==> src/rtl/tdc_gpx_sequencer.sv <==
// tdc_gpx_sequencer
//   Drives a TDC-GPX register controller through one start-up sequence and then
//   continuous FIFO readout:
//   1. NUM_CFG table writes, with the table supplied externally through cfg_idx,
//      cfg_addr and cfg_data.
//   2. A master-reset write.
//   3. Readout of FIFO1 (addr 8) and FIFO2 (addr 9), one word at a time, handed
//      downstream with a valid/ready hold.
//
//   Ports:
//     clk, reset       - single clock, synchronous active-high reset
//     start, stop      - begin configuration / leave readout (ARMED only)
//     cfg_idx          - table index requested; cfg_addr/cfg_data answer it
//     tdc_ef1/tdc_ef2  - FIFO empty flags (1 = empty)
//     ctl_*            - controller handshake:
//                        - one-cycle ctl_mem_op strobe, ctl_read_write = 1 for a read;
//                        - ctl_ready is the controller-idle flag;
//                        - ctl_data_ready strobes read data.
//     hit_*            - captured FIFO word, source channel and valid/ready handshake
//     busy, cfg_done   - not IDLE / readout armed
//     error            - sticky watchdog error
//
//   Optional feature: define TDC_SEQ_TIMEOUT_EN to add a watchdog on every WAIT
//   state. Without it error is tied low and WAIT states wait forever.

module tdc_gpx_sequencer #(
  parameter int unsigned  NUM_CFG   = 11,
  parameter logic [3:0]   MRST_ADDR = 4'd4,
  parameter logic [27:0]  MRST_DATA = 28'h0400000,
  parameter int unsigned  TIMEOUT   = 255
) (
  input  logic        clk,
  input  logic        reset,
  input  logic        start,
  input  logic        stop,
  output logic [3:0]  cfg_idx,
  input  logic [3:0]  cfg_addr,
  input  logic [27:0] cfg_data,
  input  logic        tdc_ef1,
  input  logic        tdc_ef2,
  input  logic        ctl_ready,
  output logic        ctl_mem_op,
  output logic        ctl_read_write,
  output logic [3:0]  ctl_addr,
  output logic [27:0] ctl_data_in,
  input  logic [27:0] ctl_data_out,
  input  logic        ctl_data_ready,
  output logic [27:0] hit_data,
  output logic        hit_chan,
  output logic        hit_valid,
  input  logic        hit_ready,
  output logic        busy,
  output logic        cfg_done,
  output logic        error
);

  if (NUM_CFG < 1 || NUM_CFG > 16 || TIMEOUT < 1 || TIMEOUT > 255) begin : g_bad_params
    $error("tdc_gpx_sequencer: NUM_CFG or TIMEOUT out of range");
  end

  typedef enum logic [3:0] {
    IDLE, CFG_ISSUE, CFG_WAIT, MRST_ISSUE, MRST_WAIT,
    ARMED, RD_ISSUE, RD_WAIT, HOLD
  } state_t;

  localparam logic [3:0] LAST_IDX   = 4'(NUM_CFG - 1);
  localparam logic [3:0] FIFO1_ADDR = 4'd8;
  localparam logic [3:0] FIFO2_ADDR = 4'd9;

  state_t      state_q, state_d;
  logic [3:0]  cfg_idx_q, cfg_idx_d;
  logic        mem_op_q, mem_op_d;
  logic        rw_q, rw_d;
  logic [3:0]  addr_q, addr_d;
  logic [27:0] wdata_q, wdata_d;
  logic [27:0] hit_data_q, hit_data_d;
  logic        hit_chan_q, hit_chan_d;
  logic        hit_valid_q, hit_valid_d;
  logic        busy_q, busy_d;
  logic        cfg_done_q, cfg_done_d;
  // rr_next is the FIFO to prefer when both have data (0 = FIFO1).
  logic        rr_next_q, rr_next_d;
  logic        sel;
  // A write completes on ctl_ready, but ctl_ready is still the pre-issue value
  // in the cycle the strobe is visible, so that cycle is skipped.
  logic        write_done;

`ifdef TDC_SEQ_TIMEOUT_EN
  localparam logic [7:0] TIMEOUT_CNT = 8'(TIMEOUT);
  logic [7:0]  wdog_q, wdog_d;
  logic        error_q, error_d;
  logic        in_wait;
`endif

  always_comb begin
    state_d     = state_q;
    cfg_idx_d   = cfg_idx_q;
    mem_op_d    = 1'b0;
    rw_d        = rw_q;
    addr_d      = addr_q;
    wdata_d     = wdata_q;
    hit_data_d  = hit_data_q;
    hit_chan_d  = hit_chan_q;
    hit_valid_d = hit_valid_q;
    cfg_done_d  = cfg_done_q;
    rr_next_d   = rr_next_q;
    sel         = 1'b0;
    write_done  = !mem_op_q && ctl_ready;

    case (state_q)
      IDLE: begin
        if (start) begin
          cfg_idx_d = 4'd0;
          state_d   = CFG_ISSUE;
        end
      end
      CFG_ISSUE: begin
        if (ctl_ready) begin
          mem_op_d = 1'b1;
          rw_d     = 1'b0;
          addr_d   = cfg_addr;
          wdata_d  = cfg_data;
          state_d  = CFG_WAIT;
        end
      end
      CFG_WAIT: begin
        if (write_done) begin
          if (cfg_idx_q == LAST_IDX) begin
            state_d = MRST_ISSUE;
          end else begin
            cfg_idx_d = cfg_idx_q + 4'd1;
            state_d   = CFG_ISSUE;
          end
        end
      end
      MRST_ISSUE: begin
        if (ctl_ready) begin
          mem_op_d = 1'b1;
          rw_d     = 1'b0;
          addr_d   = MRST_ADDR;
          wdata_d  = MRST_DATA;
          state_d  = MRST_WAIT;
        end
      end
      MRST_WAIT: begin
        if (write_done) begin
          cfg_done_d = 1'b1;
          state_d    = ARMED;
        end
      end
      ARMED: begin
        if (stop) begin
          cfg_done_d = 1'b0;
          state_d    = IDLE;
        end else if (!(tdc_ef1 && tdc_ef2)) begin
          // With only one FIFO non-empty, ef1=1 means FIFO2 is the one with data.
          sel        = (!tdc_ef1 && !tdc_ef2) ? rr_next_q : tdc_ef1;
          hit_chan_d = sel;
          rr_next_d  = ~sel;
          state_d    = RD_ISSUE;
        end
      end
      RD_ISSUE: begin
        if (ctl_ready) begin
          mem_op_d = 1'b1;
          rw_d     = 1'b1;
          addr_d   = hit_chan_q ? FIFO2_ADDR : FIFO1_ADDR;
          state_d  = RD_WAIT;
        end
      end
      RD_WAIT: begin
        if (ctl_data_ready) begin
          hit_data_d  = ctl_data_out;
          hit_valid_d = 1'b1;
          state_d     = HOLD;
        end
      end
      HOLD: begin
        if (hit_ready) begin
          hit_valid_d = 1'b0;
          state_d     = ARMED;
        end
      end
      default: state_d = IDLE;
    endcase

`ifdef TDC_SEQ_TIMEOUT_EN
    // The watchdog counts only while a WAIT state is still waiting.
    // Any state change restarts it.
    error_d = error_q;
    wdog_d  = 8'd0;
    in_wait = (state_q == CFG_WAIT) || (state_q == MRST_WAIT) || (state_q == RD_WAIT);
    if (in_wait && (state_d == state_q)) begin
      wdog_d = wdog_q + 8'd1;
      if (wdog_d == TIMEOUT_CNT) begin
        error_d    = 1'b1;
        cfg_done_d = 1'b0;
        wdog_d     = 8'd0;
        state_d    = IDLE;
      end
    end
`endif

    busy_d = (state_d != IDLE);
  end

  always_ff @(posedge clk) begin
    if (reset) begin
      state_q     <= IDLE;
      cfg_idx_q   <= 4'd0;
      mem_op_q    <= 1'b0;
      rw_q        <= 1'b0;
      addr_q      <= 4'd0;
      wdata_q     <= 28'd0;
      hit_data_q  <= 28'd0;
      hit_chan_q  <= 1'b0;
      hit_valid_q <= 1'b0;
      busy_q      <= 1'b0;
      cfg_done_q  <= 1'b0;
      rr_next_q   <= 1'b0;
`ifdef TDC_SEQ_TIMEOUT_EN
      wdog_q      <= 8'd0;
      error_q     <= 1'b0;
`endif
    end else begin
      state_q     <= state_d;
      cfg_idx_q   <= cfg_idx_d;
      mem_op_q    <= mem_op_d;
      rw_q        <= rw_d;
      addr_q      <= addr_d;
      wdata_q     <= wdata_d;
      hit_data_q  <= hit_data_d;
      hit_chan_q  <= hit_chan_d;
      hit_valid_q <= hit_valid_d;
      busy_q      <= busy_d;
      cfg_done_q  <= cfg_done_d;
      rr_next_q   <= rr_next_d;
`ifdef TDC_SEQ_TIMEOUT_EN
      wdog_q      <= wdog_d;
      error_q     <= error_d;
`endif
    end
  end

  assign cfg_idx        = cfg_idx_q;
  assign ctl_mem_op     = mem_op_q;
  assign ctl_read_write = rw_q;
  assign ctl_addr       = addr_q;
  assign ctl_data_in    = wdata_q;
  assign hit_data       = hit_data_q;
  assign hit_chan       = hit_chan_q;
  assign hit_valid      = hit_valid_q;
  assign busy           = busy_q;
  assign cfg_done       = cfg_done_q;
`ifdef TDC_SEQ_TIMEOUT_EN
  assign error          = error_q;
`else
  assign error          = 1'b0;
`endif

endmodule

==> config.mk <==
export PLATFORM = sky130hd
export DESIGN_NAME = tdc_gpx_sequencer
export DESIGN_NICKNAME = d
export VERILOG_FILES = /design/src/rtl/tdc_gpx_sequencer.sv
export SDC_FILE = /design/constraint.sdc
export NUM_CORES = 1
export LEC_CHECK = 0
export ABC_AREA = 1
export BUFFER_PORTS_ARGS = -buffer_cell sky130_fd_sc_hd__buf_2
export CAP_MARGIN = 20
export CORE_MARGIN = 10
export CORE_UTILIZATION = 45
export DETAILED_ROUTE_END_ITERATION = 7
export PLACE_DENSITY = 0.77
export SLEW_MARGIN = 30
export SYNTH_ARGS = -nofsm -noshare
export SYNTH_HDL_FRONTEND = slang
export SYNTH_SLANG_ARGS = --single-unit
export TNS_END_PERCENT = 1
==> constraint.sdc <==
create_clock -name clk -period 1.9 [get_ports clk]
set_input_delay 0.19 -clock clk [delete_from_list [all_inputs] [get_ports clk]]
set_output_delay 0.19 -clock clk [all_outputs]
set_load 0.01 [all_outputs]
Word level (Yosys, flattened, before mapping):

Cells that the tools add are included.

* $add $sub $neg: 1
* equality and inequality tests: 20
* muxes and demuxes: 35
* bitwise operators: 4
* reductions and logical operators: 25

Operators by type and width (count)
* 2-to-1 mux 4 bit: 16
* 2-to-1 mux 28 bit: 2
* one-hot mux 28 bit (2 select lines): 1
* one-hot mux 4 bit (9 select lines): 1
* != test 2 bit (second input constant): 10
* equality test 4 x 3 -> 1 bit (second input constant): 4
* AND reduction 3 bit: 5
* one-hot mux 4 bit (3 select lines): 1
* nonzero test 2 bit: 5
* 2-to-1 mux 1 bit: 9
* equality test 4 x 2 -> 1 bit (second input constant): 2
* equality test 4 bit (second input constant): 2
* one-hot mux 4 bit (2 select lines): 1
* AND reduction 4 bit: 2
* one-hot mux 1 bit (2 select lines): 3
* adder 4 x 1 -> 4 bit (second input constant): 1
* equality test 4 x 1 -> 1 bit (second input constant): 1
* logical NOT 4 bit: 1
* inverter 1 bit: 4
* nonzero test 4 bit: 1
* OR reduction 2 bit: 2
* logical AND 1 bit: 3
* logical NOT 1 bit: 3
* nonzero test 3 bit: 1
* 4 further kinds: 4

* bits in registers: 75
* bits of input ports: 69
* output and inout port bits: 71
* logic and storage cells: 97

Depth between registers and ports, before layout:

Gate-level depths: netlist of run 1.

* depth in word-level cells: 5
* gate-level depth with buffers: 10

Worst setup path after synthesis of run 1:

OpenSTA, ideal clock, no wires.

* path type: register to register
* start point: register cfg_idx_q[0], in the netlist cfg_idx[0]
* end point: register cfg_idx_q[3], in the netlist cfg_idx[3]
* arrival: 1203 ps
* slack: 585 ps
* stages on the path, launching flop included: 11
* buffers on the path: 0
* period minus slack after synthesis: 1315 ps
* cell sequence: dfxtp_1 inv_1 ha_1 nand3_1 nand2_1 nand2_2 nand2_2 nor2_1 nand2_1 nand2_1 nor2_1

* longest elaborated chain between the ends: 4

RTL lines
* start, declared: line 71 `logic [3:0] cfg_idx_q, cfg_idx_d;`
* start signal, assigned: line 227 `cfg_idx_q <= cfg_idx_d;`
* adder 4 x 1 -> 4 bit: line 131 `cfg_idx_d = cfg_idx_q + 4'd1;`
* 2-to-1 mux 4 bit: line 128 `if (cfg_idx_q == LAST_IDX) begin`
* 2-to-1 mux 4 bit: line 127 `if (write_done) begin`
* one-hot mux 4 bit (2 select lines): line 110 `case (state_q)`

Parallel ways exist; a longest one is shown, timed or not. The select of a mux whose other input is x is not followed.
A chain may end at the register's enable or synchronous reset.

Worst setup path in the final report of run 1:

* start point: register state_q[2]
* end point: register hit_data_q[12], in the netlist hit_data[12]

* longest elaborated chain between the ends: 2

RTL lines
* start, declared: line 70 `state_t state_q, state_d;`
* start signal, assigned: line 226 `state_q <= state_d;`
* equality test 4 x 3 -> 1 bit: line 110
* AND reduction 2 bit (no source line)
* end signal, assigned: line 232 `hit_data_q <= hit_data_d;`
* end, declared: line 76 `logic [27:0] hit_data_q, hit_data_d;`

Every way passes these cells.

==> results of run 1 <==
==> routing by layer <==
metal / up-vias / wire length (µm) / part of all wire (%)
li1: 1548 / - / -
met1: 1337 / 3667 / 42
met2: 146 / 3765 / 43
met3: 13 / 1226 / 14
met4: 0 / 121 / 1.4
met5: - / 0 / 0
==> layout make-up <==
type	instances	area (µm²)
tap	77	96.34
clock buffer	10	137.6
timing repair buffer	143	740.7
multi-input combinational	249	1245
clock inverter	5	77.57
sequential	75	1501
fill	588	2489
inverter	45	171.4
==> registers in the layout (all words and copies together) (netlist names) <==
register        flops
busy                1
hit_data           28
ctl_addr            4
cfg_done            1
ctl_data_in        28
cfg_idx             4
hit_chan            1
rr_next_q           1
ctl_mem_op          1
ctl_read_write      1
state_q             4
hit_valid           1
==> per-stage QoR <==
| step | cells | utilization [%] | hold WS (ns) | cell area, µm² | power (µW) |
|---|---|---|---|---|---|
| global placement | 589 | 58.14 | 0.4275 | 3755 | 2081 |
| global route | 604 | 61.47 | 0.07998 | 3970 | 3536 |
| finish | 604 | 61.47 | 0.08572 | 3970 | 3381 |
| CTS | 604 | 61.47 | 0.07571 | 3970 | 3419 |
| detailed placement | 589 | 58.14 | 0.4328 | 3755 | 2088 |
| floorplan | 391 | - | 0.2693 | 3040 | 1910 |
==> cell families (layout without fill, tap and decap cells) <==
| logic type | after synthesis | count (layout) |
|---|---|---|
| adder cells (fa/ha/maj) | 2 | 2 |
| flip-flops | 75 | 75 |
| buffers and inverters | 67 | 203 |
| other | 1 | 1 |
| XOR/XNOR | 1 | 1 |
| AND/OR/NAND/NOR | 111 | 111 |
| AO/OA/AOI/OAI | 134 | 134 |
==> worst max-delay path: stages (launching register included) <==
cell                      delay, ns
sky130_fd_sc_hd__dfxtp_1       0.41
sky130_fd_sc_hd__inv_1         0.15
sky130_fd_sc_hd__nor2_4        0.18
sky130_fd_sc_hd__nand3_4       0.21
sky130_fd_sc_hd__buf_12        0.24
sky130_fd_sc_hd__o21ai_0       0.18
sky130_fd_sc_hd__a21oi_1       0.06
==> synth_stat cells <==
| cell | instances |
|---|---|
| sky130_fd_sc_hd__a21oi_1 | 70 |
| sky130_fd_sc_hd__a31oi_1 | 1 |
| sky130_fd_sc_hd__buf_1 | 1 |
| sky130_fd_sc_hd__buf_2 | 8 |
| sky130_fd_sc_hd__buf_4 | 2 |
| sky130_fd_sc_hd__buf_6 | 3 |
| sky130_fd_sc_hd__clkbuf_1 | 8 |
| sky130_fd_sc_hd__conb_1 | 1 |
| sky130_fd_sc_hd__dfxtp_1 | 75 |
| sky130_fd_sc_hd__ha_1 | 2 |
| sky130_fd_sc_hd__inv_1 | 40 |
| sky130_fd_sc_hd__inv_2 | 4 |
| sky130_fd_sc_hd__inv_4 | 1 |
| sky130_fd_sc_hd__nand2_1 | 30 |
| sky130_fd_sc_hd__nand2_2 | 5 |
| sky130_fd_sc_hd__nand3_1 | 18 |
| sky130_fd_sc_hd__nand3_2 | 1 |
| sky130_fd_sc_hd__nand3_4 | 2 |
| sky130_fd_sc_hd__nand3b_1 | 2 |
| sky130_fd_sc_hd__nand4_1 | 2 |
| sky130_fd_sc_hd__nor2_1 | 44 |
| sky130_fd_sc_hd__nor2_2 | 3 |
| sky130_fd_sc_hd__nor2_4 | 3 |
| sky130_fd_sc_hd__nor3_1 | 1 |
| sky130_fd_sc_hd__o21ai_0 | 57 |
| sky130_fd_sc_hd__o21ai_1 | 5 |
| sky130_fd_sc_hd__o21bai_2 | 1 |
| sky130_fd_sc_hd__xor2_1 | 1 |
==> path summary, 6_finish.rpt <==
| kind | to | slack, ns | depth (start not counted) |
|---|---|---|---|
| min | ctl_data_in[26] | 0.09 | 3 |
| max reg2reg | hit_data[12] | 0.35 | 6 |
| min reg2reg | hit_data[27] | 0.44 | 2 |
| max | hit_data[12] | 0.35 | 6 |
==> where the power goes <==
part,switching (µW),total (µW),internal [µW],leakage (µW)
registers,37.4,1670,1640,0.000608
logic,225,379,154,0.00122
clock network,565,1330,764,0.000108
==> results, run 1 <==
- The clock drives 75 sinks.
- The launch point of the worst reg-to-reg path is state_q[2].
- Each instance of the synthesized netlist takes up on average 7.776 µm².
- The class of the most critical hold timing path is in -> reg.
- TritonCTS built the clock tree.
- The overall die area is approximately 10000 µm².
- The global routing met3 resource utilization is ~7.5%.
- The source of the worst hold timing path is cfg_data[26].
- The number of antenna diodes in the final layout is 0.
- The worst clock skew is around 0.013 ns.
- The proportion of netlist area held by the largest area contributor is between 40 and 50%.
- In the final design database the tool counted 594 nets.
- The count of hold-fix buffers inserted at cts is 0.
- The met1 capacity usage during global routing is 20.23%.
- For this run, the register share of the synthesized area comes to between 40% and 50%.
- The sum of overflow across all layers after global routing is 0.
- Once detail routing completed, the nets flagged for antenna violations numbered 0.
- The launch point of the worst path is state_q[2].
- The worst setup path is launched from a flop.
- The clock tree buffer depth is 2.
- The total global routing track utilization is 16.67%.
- The max-slew violation count was 0.
- The path type of the worst setup path is reg -> reg.
- The ratio of cells with drive above 1 in the final layout is approximately a third.
- The number of global-route vias before repair is around 2900.
- Timing analysis after detailed placement gives a worst setup slack of about 0.38 ns.
- The reported leakage power is 0.001932 µW.
- STA classifies the critical path endpoint as a flop.
- The met2 layer usage reported by global route is between 20% and 30%.
- The share of cell area taken by muxes after synthesis is 0%.
- Once the clock tree was built, the resizer swapped 0 gates to a different size.
- Once detailed placement completed, the half-perimeter wirelength came to between 6 and 7 mm.
- The maximum fanout encountered on the critical timing path is 40.
- The post-synthesis instance area is ~3000 µm².
- Leaving out fill and tap cells, the most frequent cell in the layout is sky130_fd_sc_hd__buf_2.
- The core region is 6459 µm².
- For this run, the detailed router's first-pass iteration total came to 5.
- The power density over cell area is 851.6 nW/µm².
- Setup repair after global routing left no endpoint under its margin.
- The largest total area in the synthesized netlist belongs to sky130_fd_sc_hd__dfxtp_1.
- The share of synthesized cell area in full adder, half adder and majority cells is less than 1%.
- Clock-pin slew was measured on the worst setup and hold paths at 0.08 ns.
- After detailed routing, the average wire length per cell comes to 14.54 µm.
- Across the run, the number of max-cap violations was 0.
- The routed layout has between 3000 and 4000 vias.
- In the layout the commonest cells are 138 x sky130_fd_sc_hd__buf_2, 75 x sky130_fd_sc_hd__dfxtp_1, 70 x sky130_fd_sc_hd__a21oi_1.
- Summing the areas of all compound-gate instances in the mapped netlist gives around 22% of the synthesized area.
- The total of endpoints with negative setup slack in the final report is 0.
- The die is between 100 and 150 µm tall.
- The root buffer selected by CTS is sky130_fd_sc_hd__clkbuf_8.
- The area growth from synthesis to final layout is 30.58%.
- The final worst setup slack is roughly 0.35 ns.
- The global routing stage identified its most utilized layer as met2.
- The largest net degree at the start of global routing is 41.
- The xor and xnor area share after synthesis is less than 1%.
- The final total negative setup slack is 0 ns.
- The first global-routing pass estimated about 14 mm of wire.
- STA puts the critical path data required time at around 2.1 ns.
- For this block, the initial DRC count from the detailed router was 140.
- between 100 and 150 I/O pins were placed.
- After technology mapping, the gate count stands at 391.
- The initial antenna violation count came to 0.
- After synthesis, the largest family of logic cells by area is compound AO/OA/AOI/OAI gates.
- Clock tree synthesis inserted a total of 9 buffers.
- The insertion delay to the later sink of the worst-skew pair is about 0.35 ns.
- The post-CTS setup buffer count is 0.
- Static timing analysis puts the maximum clock frequency at around 650 MHz.
- The die is 102.2 µm wide.
- The final hold violation count is 0.
- VDD sags by at most roughly 0.00045 V.
- The synthesis warning total is 0.
- The number of levels the H-tree was split into is 3.
- In this run the core area contains 29 standard-cell rows.
- The via count normalized by instance count is slightly above 5.
- The number of distinct standard cells referenced by the synthesized netlist is 28.
- For the worst setup path, the data arrival time is roughly 1.8 ns.
- Synthesis inferred 75 register bits.
- By area the synthesized netlist is led by sky130_fd_sc_hd__dfxtp_1 49%, sky130_fd_sc_hd__a21oi_1 12%, sky130_fd_sc_hd__o21ai_0 9.4%.
- The number of input and output port buffers inserted is between 100 and 150.
- The minimum period implied by the final worst setup slack is 1.546 ns.
- The run finished with clean final reports.
- Once the floorplan was initialized, standard cells occupied between 40% and 50% of the core.
- For this run, design rule violations remaining after detail routing come to 0.
- The aggregate routed wire length is 8.781 mm.
- The congestion estimate from routability-driven global placement came to roughly 0.92.
- The simple logic cell fraction of the synthesized area is 17.41%.
- The synthesized netlist net count is ~460.
- The part of the cycle the worst path needs is approximately four fifths.
Power figures use the tool's default switching activity.
==> run 2, diff against run 1 <==
- CORE_UTILIZATION: 45 -> 42
- PLACE_DENSITY: 0.77 -> 0.76
- clock period: 1.9 -> 1.4 ns (I/O delays scaled with it)
==> results, run 2 (synthesis gave the netlist of run 1 again) <==
- The count of inserted antenna diode cells came to 0 (unchanged).
- The aggregate routed wire length is 8.972 mm (was 8.781 mm).
- The worst clock skew came to 0.007974 ns (was 0.01323 ns).
- The path type of the worst setup path is reg -> reg (unchanged).
- The max-slew violation count was 0 (unchanged).
- The root buffer selected by CTS is sky130_fd_sc_hd__clkbuf_8 (unchanged).
- Unrepaired setup endpoints after global routing: true (was false).
- The reg-to-reg setup timing slack came to 0.10 ns (was 0.35 ns).
- The detailed-router iteration count before antenna repair is 4 (was 5).
- The total of endpoints with negative setup slack in the final report is 0 (unchanged).
- The number of input and output port buffers inserted was 138 (unchanged).
- Sequence of cells on the critical path: inv_1 > ha_1 > nand3_2 > nand2_1 > nand2_1 > nand3_1 > nor2_2 > nand3_1 > nand2_1 > nand2_1 (was inv_1 > nor2_4 > nand3_4 > buf_12 > o21ai_0 > a21oi_1).
- The layout filler cell count came to 693 (was 588).
- The maximum vdd drop is 0.0006377 V (was 0.0004523 V).
- The maximum cell stage delay along the critical path was 0.33 ns (was 0.41 ns).
- The number of placed I/O pins is 140 (unchanged).
- The width of the die came to 105.1 µm (was 102.2 µm).
- The minimum period implied by the final worst setup slack was 1.296 ns (was 1.546 ns).
- The critical path capture point type is a flop (unchanged).
- The count of cells along the worst hold path is 3 (unchanged).
- The highest clock frequency the design can meet is 771.4 MHz (was 647.0 MHz).
- The number of cells in the finished layout apart from fillers is 627 (was 604).
- The clock tree buffer depth is 2 (unchanged).
- The number of remaining DRC errors was 0 (unchanged).
- The vertical die dimension came to 105.1 µm (was 102.2 µm).
- The global placement routability congestion is 0.8755 (was 0.9211).
- The power density over cell area is 1063 nW/µm² (was 851.6 nW/µm²).
- The number of levels the H-tree was split into is 3 (unchanged).
- The maximum fanout encountered on the critical timing path is 2 (was 40).
- The clock transition at the register clock pins on the worst setup and hold paths after CTS is 0.08 ns (about the same).
- The most common cell after layout, fill and taps aside was sky130_fd_sc_hd__buf_2 (unchanged).
- The reported leakage power is 0.001950 µW (was 0.001932 µW).
- The kind of start point of the critical path is a flop (unchanged).
- The detailed-route wire length per cell came to 14.31 µm (was 14.54 µm).
- The number of global-route vias before repair is 3005 (was 2897).
- The total global routing track utilization is 15.91% (was 16.67%).
- The number of DRC markers in iteration 0 is 73 (was 140).
- The largest net degree at the start of global routing came to 59 (was 41).
- The area growth from synthesis to final layout came to 32.76% (was 30.58%).
- The detailed-route via count is 3039 (was 3044).
- The source of the worst hold timing path is cfg_data[10] (was cfg_data[26]).
- The final total negative setup slack is 0 ns (unchanged).
- The first-pass GRT wire length was 14.61 mm (was 14.16 mm).
- The total core area is 6907 µm² (was 6459 µm²).
- The hold path endpoint is ctl_data_in[10] (was ctl_data_in[26]).
- The post-route antenna net violation count came to 0 (unchanged).
- Most frequent cells in the layout: 138 x sky130_fd_sc_hd__buf_2, 71 x sky130_fd_sc_hd__dfxtp_1, 70 x sky130_fd_sc_hd__a21oi_1 (was 138 x sky130_fd_sc_hd__buf_2, 75 x sky130_fd_sc_hd__dfxtp_1, 70 x sky130_fd_sc_hd__a21oi_1).
- The number of cell rows came to 30 (was 29).
- In this design, the critical path's most frequently occurring cell is sky130_fd_sc_hd__nand2_1.
- The data arrival time of the critical path is 1.54 ns (was 1.77 ns).
- The max-cap violation count was 0 (unchanged).
- The number of cells on the worst reg-to-reg path came to 10 (was 6).
- The via count normalized by instance count is 4.847 (was 5.040).
- The total clock sinks is 75 (unchanged).
- The insertion delay to the later sink of the worst-skew pair is 0.34 ns (was 0.35 ns).
- The launch point of the worst reg-to-reg path is cfg_idx[0] (was state_q[2]).
- The TritonCTS clock tree was built (unchanged).
- The final hold violation count is 0 (unchanged).
- Status: complete, no violations (unchanged).
- The post-placement cell count is 612 (was 589).
- The initial antenna violation count is 0 (unchanged).
- The number of nets in the layout is 599 (was 594).
- The part of the cycle the worst path needs is 92.60% (was 81.34%).
- The half-perimeter wire length after detailed placement is 6.754 mm (was 6.726 mm).
- The worst reg2reg path endpoint is busy (was hit_data[12]).
- The class of the most critical hold timing path was in -> reg (unchanged).
- The overall die area came to 11040 µm² (was 10440 µm²).
- The initial core utilization is 44.02% (was 47.07%).
- The count of hold-fix buffers inserted at cts is 0 (unchanged).
- The total clock buffers created by CTS came to 9 (unchanged).
- The slowest stage cell on the critical path is sky130_fd_sc_hd__dfxtp_2 (was sky130_fd_sc_hd__dfxtp_1).
- The critical path required time was 1.64 ns (was 2.13 ns).
- The ratio of cells with drive above 1 in the final layout came to 35.59% (was 33.78%).
- The sum of overflow across all layers after global routing is 0 (unchanged).
## run 2: stage by stage
step                      power, µW  instance area, µm²  setup slack (ns)  util (%)  hold slack (ns)
after global routing           4491                4036         -0.003958     58.44          0.03777
after floorplan                2592                3040           0.08489         -           0.2193
final                          4293                4036            0.1036     58.44          0.04607
after detailed placement       2857                3834           0.01216     55.51           0.3957
after CTS                      4322                4003           0.01668     57.95          0.03193
after global placement         2847                3834           0.07427     55.51           0.3853
## run 2: worst max-delay path by stage
stage | start | to | slack, ns | depth (start not counted)
floorplan | cfg_idx[0] | cfg_idx[3] | 0.08 | 10
global placement | state_q[3] | ctl_addr[0] | 0.07 | 8
detailed placement | state_q[3] | ctl_addr[0] | 0.01 | 8
CTS | state_q[0] | ctl_addr[0] | 0.02 | 8
global route | state_q[1] | cfg_idx[3] | -0.004 | 9
finish | cfg_idx[0] | busy | 0.10 | 10
## run 2: metal layers
layer	vias up	wire [µm]	track usage (%)
li1	1558	-	-
met1	1352	4087	18.97
met2	117	3886	24.20
met3	12	859	7.371
met4	0	138	6.471
met5	-	0	0
## run 2: repair_timing
item                                   CTS  global route
resized for setup                        2            16
endpoints found under the hold margin    0             0
buffers inserted                         0             1
pin swaps                                0             4
cloned                                   0             0
setup endpoints to repair                2            43
## run 2: critical path, delay by kind of cell, from the launching register on
family | cells | cell delay (ns)
flip-flops | 1 | 0.33
buffers and inverters | 1 | 0.05
adder cells (fa/ha/maj) | 1 | 0.20
AND/OR/NAND/NOR | 8 | 0.61
## run 2: layout make-up
cell class / instances / area, µm² / area share (%)
clock buffer: 12 / 155.1 / 3.844
clock inverter: 2 / 12.51 / 0.3100
inverter: 45 / 171.4 / 4.247
multi-input combinational: 249 / 1265 / 31.34
sequential: 75 / 1509 / 37.38
tap: 96 / 120.1 / 2.976
timing repair buffer: 148 / 803.3 / 19.90
## run 2: power breakdown
part / switching, µW / total [µW] / internal (µW)
logic: 317 / 551 / 234
clock network: 756 / 1480 / 719
registers: 47.8 / 2270 / 2220
total: 1120 / 4290 / 3170
==> run 3, diff against run 2 <==
--- a/config.mk
+++ b/config.mk
@@ -14,3 +14,4 @@
 export PLACE_DENSITY = 0.76
-export SLEW_MARGIN = 30
+export REMOVE_ABC_BUFFERS = 1
+export SLEW_MARGIN = 10
 export SYNTH_ARGS = -nofsm -noshare
==> constraint.sdc (replaced) <==
create_clock -name clk -period 1.4 [get_ports clk]
set_input_delay 0.28 -clock clk [delete_from_list [all_inputs] [get_ports clk]]
set_output_delay 0.28 -clock clk [all_outputs]
set_load 0.01 [all_outputs]
==> results, run 3 (synthesis gave the netlist of run 1 again) <==
- Status: complete, no violations (unchanged).
- The critical path capture point type is a flop (unchanged).
- The largest net degree at the start of global routing is 64 (was 59).
- The path type of the worst setup path is reg -> reg (unchanged).
- The detailed-route via count is 3012 (was 3039).
- The total of endpoints with negative setup slack in the final report is 0 (unchanged).
- The total clock sinks came to 75 (unchanged).
- The class of the most critical hold timing path is in -> reg (unchanged).
- The critical path required time is 1.62 ns (was 1.64 ns).
- The register area is 1506 µm² (was 1509 µm²).
- The half-perimeter wire length after detailed placement is 6.472 mm (was 6.754 mm).
- The number of levels the H-tree was split into is 3 (unchanged).
- The kind of start point of the critical path is a flop (unchanged).
- The TritonCTS clock tree is built (unchanged).
- The clock tree buffer depth was 2 (unchanged).
- The max-slew violation count is 0 (unchanged).
- The source of the worst hold timing path is cfg_data[8] (was cfg_data[10]).
- The insertion delay to the later sink of the worst-skew pair is 0.33 ns (was 0.34 ns).
- The layout filler cell count is 661 (was 693).
- The worst reg2reg path endpoint is ctl_addr[0] (was busy).
- The number of cells on the worst reg-to-reg path is 8 (was 10).
- The count of cells along the worst hold path came to 3 (unchanged).
- The sum of buffers and inverters on the critical path is 2 (was 1).
- The worst hold margin is 0.1918 ns (was 0.04607 ns).
- The power density over cell area is 1123 nW/µm² (was 1063 nW/µm²).
- The number of DRC markers in iteration 0 was 107 (was 73).
- The final total negative setup slack is 0 ns (unchanged).
- The overall die area is 11040 µm² (unchanged).
- The maximum fanout encountered on the critical timing path is 7 (was 2).
- The post-route antenna net violation count is 0 (unchanged).
- The footprint of the multi-input gates is 1255 µm² (was 1265 µm²).
- The hold path endpoint is ctl_data_in[8] (was ctl_data_in[10]).
- The total core area is 6907 µm² (unchanged).
- The reported leakage power was 0.001961 µW (was 0.001950 µW).
- The area of placed instances was 3826 µm² (was 3834 µm²).
- The maximum cell stage delay along the critical path is 0.37 ns (was 0.33 ns).
- Most frequent cells in the layout: 138 x sky130_fd_sc_hd__buf_2, 71 x sky130_fd_sc_hd__dfxtp_1, 70 x sky130_fd_sc_hd__a21oi_1 (unchanged).
- The slowest stage cell on the critical path is sky130_fd_sc_hd__dfxtp_2 (unchanged).
- The most common cell after layout, fill and taps aside is sky130_fd_sc_hd__buf_2 (unchanged).
- Unrepaired setup endpoints after global routing: true (unchanged).
- The ratio of cells with drive above 1 in the final layout is 35.28% (was 35.59%).
- The vertical die dimension is 105.1 µm (unchanged).
- The total clock buffers created by CTS is 9 (unchanged).
- The root buffer selected by CTS is sky130_fd_sc_hd__clkbuf_8 (unchanged).
- The part of the cycle the worst path needs is 93.49% (was 92.60%).
- The count of inserted antenna diode cells is 0 (unchanged).
- The detailed-route wire length per cell is 13.82 µm (was 14.31 µm).
- The maximum vdd drop is 0.0006072 V (was 0.0006377 V).
- The final instance area is 4048 µm² (was 4036 µm²).
- The reg-to-reg setup timing slack is 0.09 ns (was 0.10 ns).
- The number of input and output port buffers inserted is 138 (unchanged).
- The met2 layer usage reported by global route is 22.55% (was 24.20%).
- The global placement routability congestion is 0.9070 (was 0.8755).
- The launch point of the worst path was state_q[3] (was cfg_idx[0]).
- The launch point of the worst reg-to-reg path is state_q[3] (was cfg_idx[0]).
- The global routing met3 resource utilization is 7.187% (was 7.371%).
- The number of global-route vias before repair is 2912 (was 3005).
- The met1 capacity usage during global routing was 17.92% (was 18.97%).
- The initial core utilization is 44.02% (unchanged).
- The worst clock skew came to 0.005608 ns (was 0.007974 ns).
- The busiest layer in global routing is met2 (unchanged).
- The aggregate routed wire length came to 8.651 mm (was 8.972 mm).
- The highest clock frequency the design can meet is 764.0 MHz (was 771.4 MHz).
- The minimum period implied by the final worst setup slack came to 1.309 ns (was 1.296 ns).
- The data arrival time of the critical path was 1.53 ns (was 1.54 ns).
- The number of remaining DRC errors is 0 (unchanged).
- Sequence of cells on the critical path: inv_2 > nand2_1 > nor2_2 > nand2_1 > nand2_2 > inv_1 > a21oi_1 > a21oi_1 (was inv_1 > ha_1 > nand3_2 > nand2_1 > nand2_1 > nand3_1 > nor2_2 > nand3_1 > nand2_1 > nand2_1).
- The sum of overflow across all layers after global routing is 0 (unchanged).
- The number of cell rows is 30 (unchanged).
- The via count normalized by instance count was 4.812 (was 4.847).
- The first-pass GRT wire length is 13.89 mm (was 14.61 mm).
- The initial antenna violation count was 0 (unchanged).
- The final hold violation count is 0 (unchanged).
- The cell type group with the largest total delay on the critical path is simple AND/OR/NAND/NOR gates (unchanged).
- The area growth from synthesis to final layout is 33.13% (was 32.76%).
- The clock transition at the register clock pins on the worst setup and hold paths after CTS is 0.08 ns (about the same).
- The max-cap violation count is 0 (unchanged).
- The detailed-router iteration count before antenna repair came to 4 (unchanged).
- The total global routing track utilization is 14.82% (was 15.91%).
- The number of nets in the layout is 597 (was 599).
- The number of placed I/O pins is 140 (unchanged).
- The width of the die came to 105.1 µm (unchanged).
-- run 3: worst max-delay path by stage --
| stage | endpoint | slack (ns) | cells after the start |
|---|---|---|---|
| final | ctl_addr[0] | 0.09 | 8 |
| after global routing | ctl_addr[0] | -0.05 | 8 |
| after CTS | hit_data[12] | 0.03 | 6 |
| after detailed placement | ctl_addr[0] | 0.04 | 8 |
| after global placement | ctl_data_in[5] | 0.06 | 5 |
| after floorplan | ctl_data_in[13] | -0.06 | 5 |
-- run 3: repair_timing --
action / 4_1_cts / 5_1_grt
hold buffers: 0 / 0
gates resized for setup: 0 / 9
endpoints found under the setup margin: 0 / 48
buffers inserted: 0 / 0
-- run 3: worst register-to-register path, stage by stage (launching register included) --
cell,delay (ns)
sky130_fd_sc_hd__dfxtp_2,0.37
sky130_fd_sc_hd__inv_2,0.07
sky130_fd_sc_hd__nand2_1,0.07
sky130_fd_sc_hd__nor2_2,0.18
sky130_fd_sc_hd__nand2_1,0.12
sky130_fd_sc_hd__nand2_2,0.14
sky130_fd_sc_hd__inv_1,0.07
sky130_fd_sc_hd__a21oi_1,0.12
sky130_fd_sc_hd__a21oi_1,0.07
-- run 3: per-stage QoR --
step | instances | util, % | total power [µW] | worst slack [ns]
global placement | 611 | 55.40 | 2837 | 0.06424
floorplan | 369 | - | 2571 | -0.05763
finish | 626 | 58.61 | 4546 | 0.09107
detailed placement | 611 | 55.40 | 2846 | 0.03818
global route | 626 | 58.61 | 4772 | -0.05189
CTS | 626 | 58.39 | 4603 | 0.03369
-- run 3: power by group --
group	switching (µW)	internal, µW	total (µW)
combinational	313	225	538
clock	747	992	1740
sequential	48.7	2220	2270
-- run 3: area by class of cell --
type / count / share of cell area (%)
Sequential cell: 75 / 37.22
Multi-Input combinational cell: 249 / 31.00
Timing Repair Buffer: 146 / 19.47
Inverter: 45 / 4.235
Clock buffer: 10 / 3.153
Tap cell: 96 / 2.968
Clock inverter: 5 / 1.947
-- run 3: per-layer routing --
metal | routed length (µm) | up-vias
li1 | - | 1552
met1 | 3880 | 1328
met2 | 3731 | 122
met3 | 944 | 10
met4 | 95 | 0
met5 | 0 | -
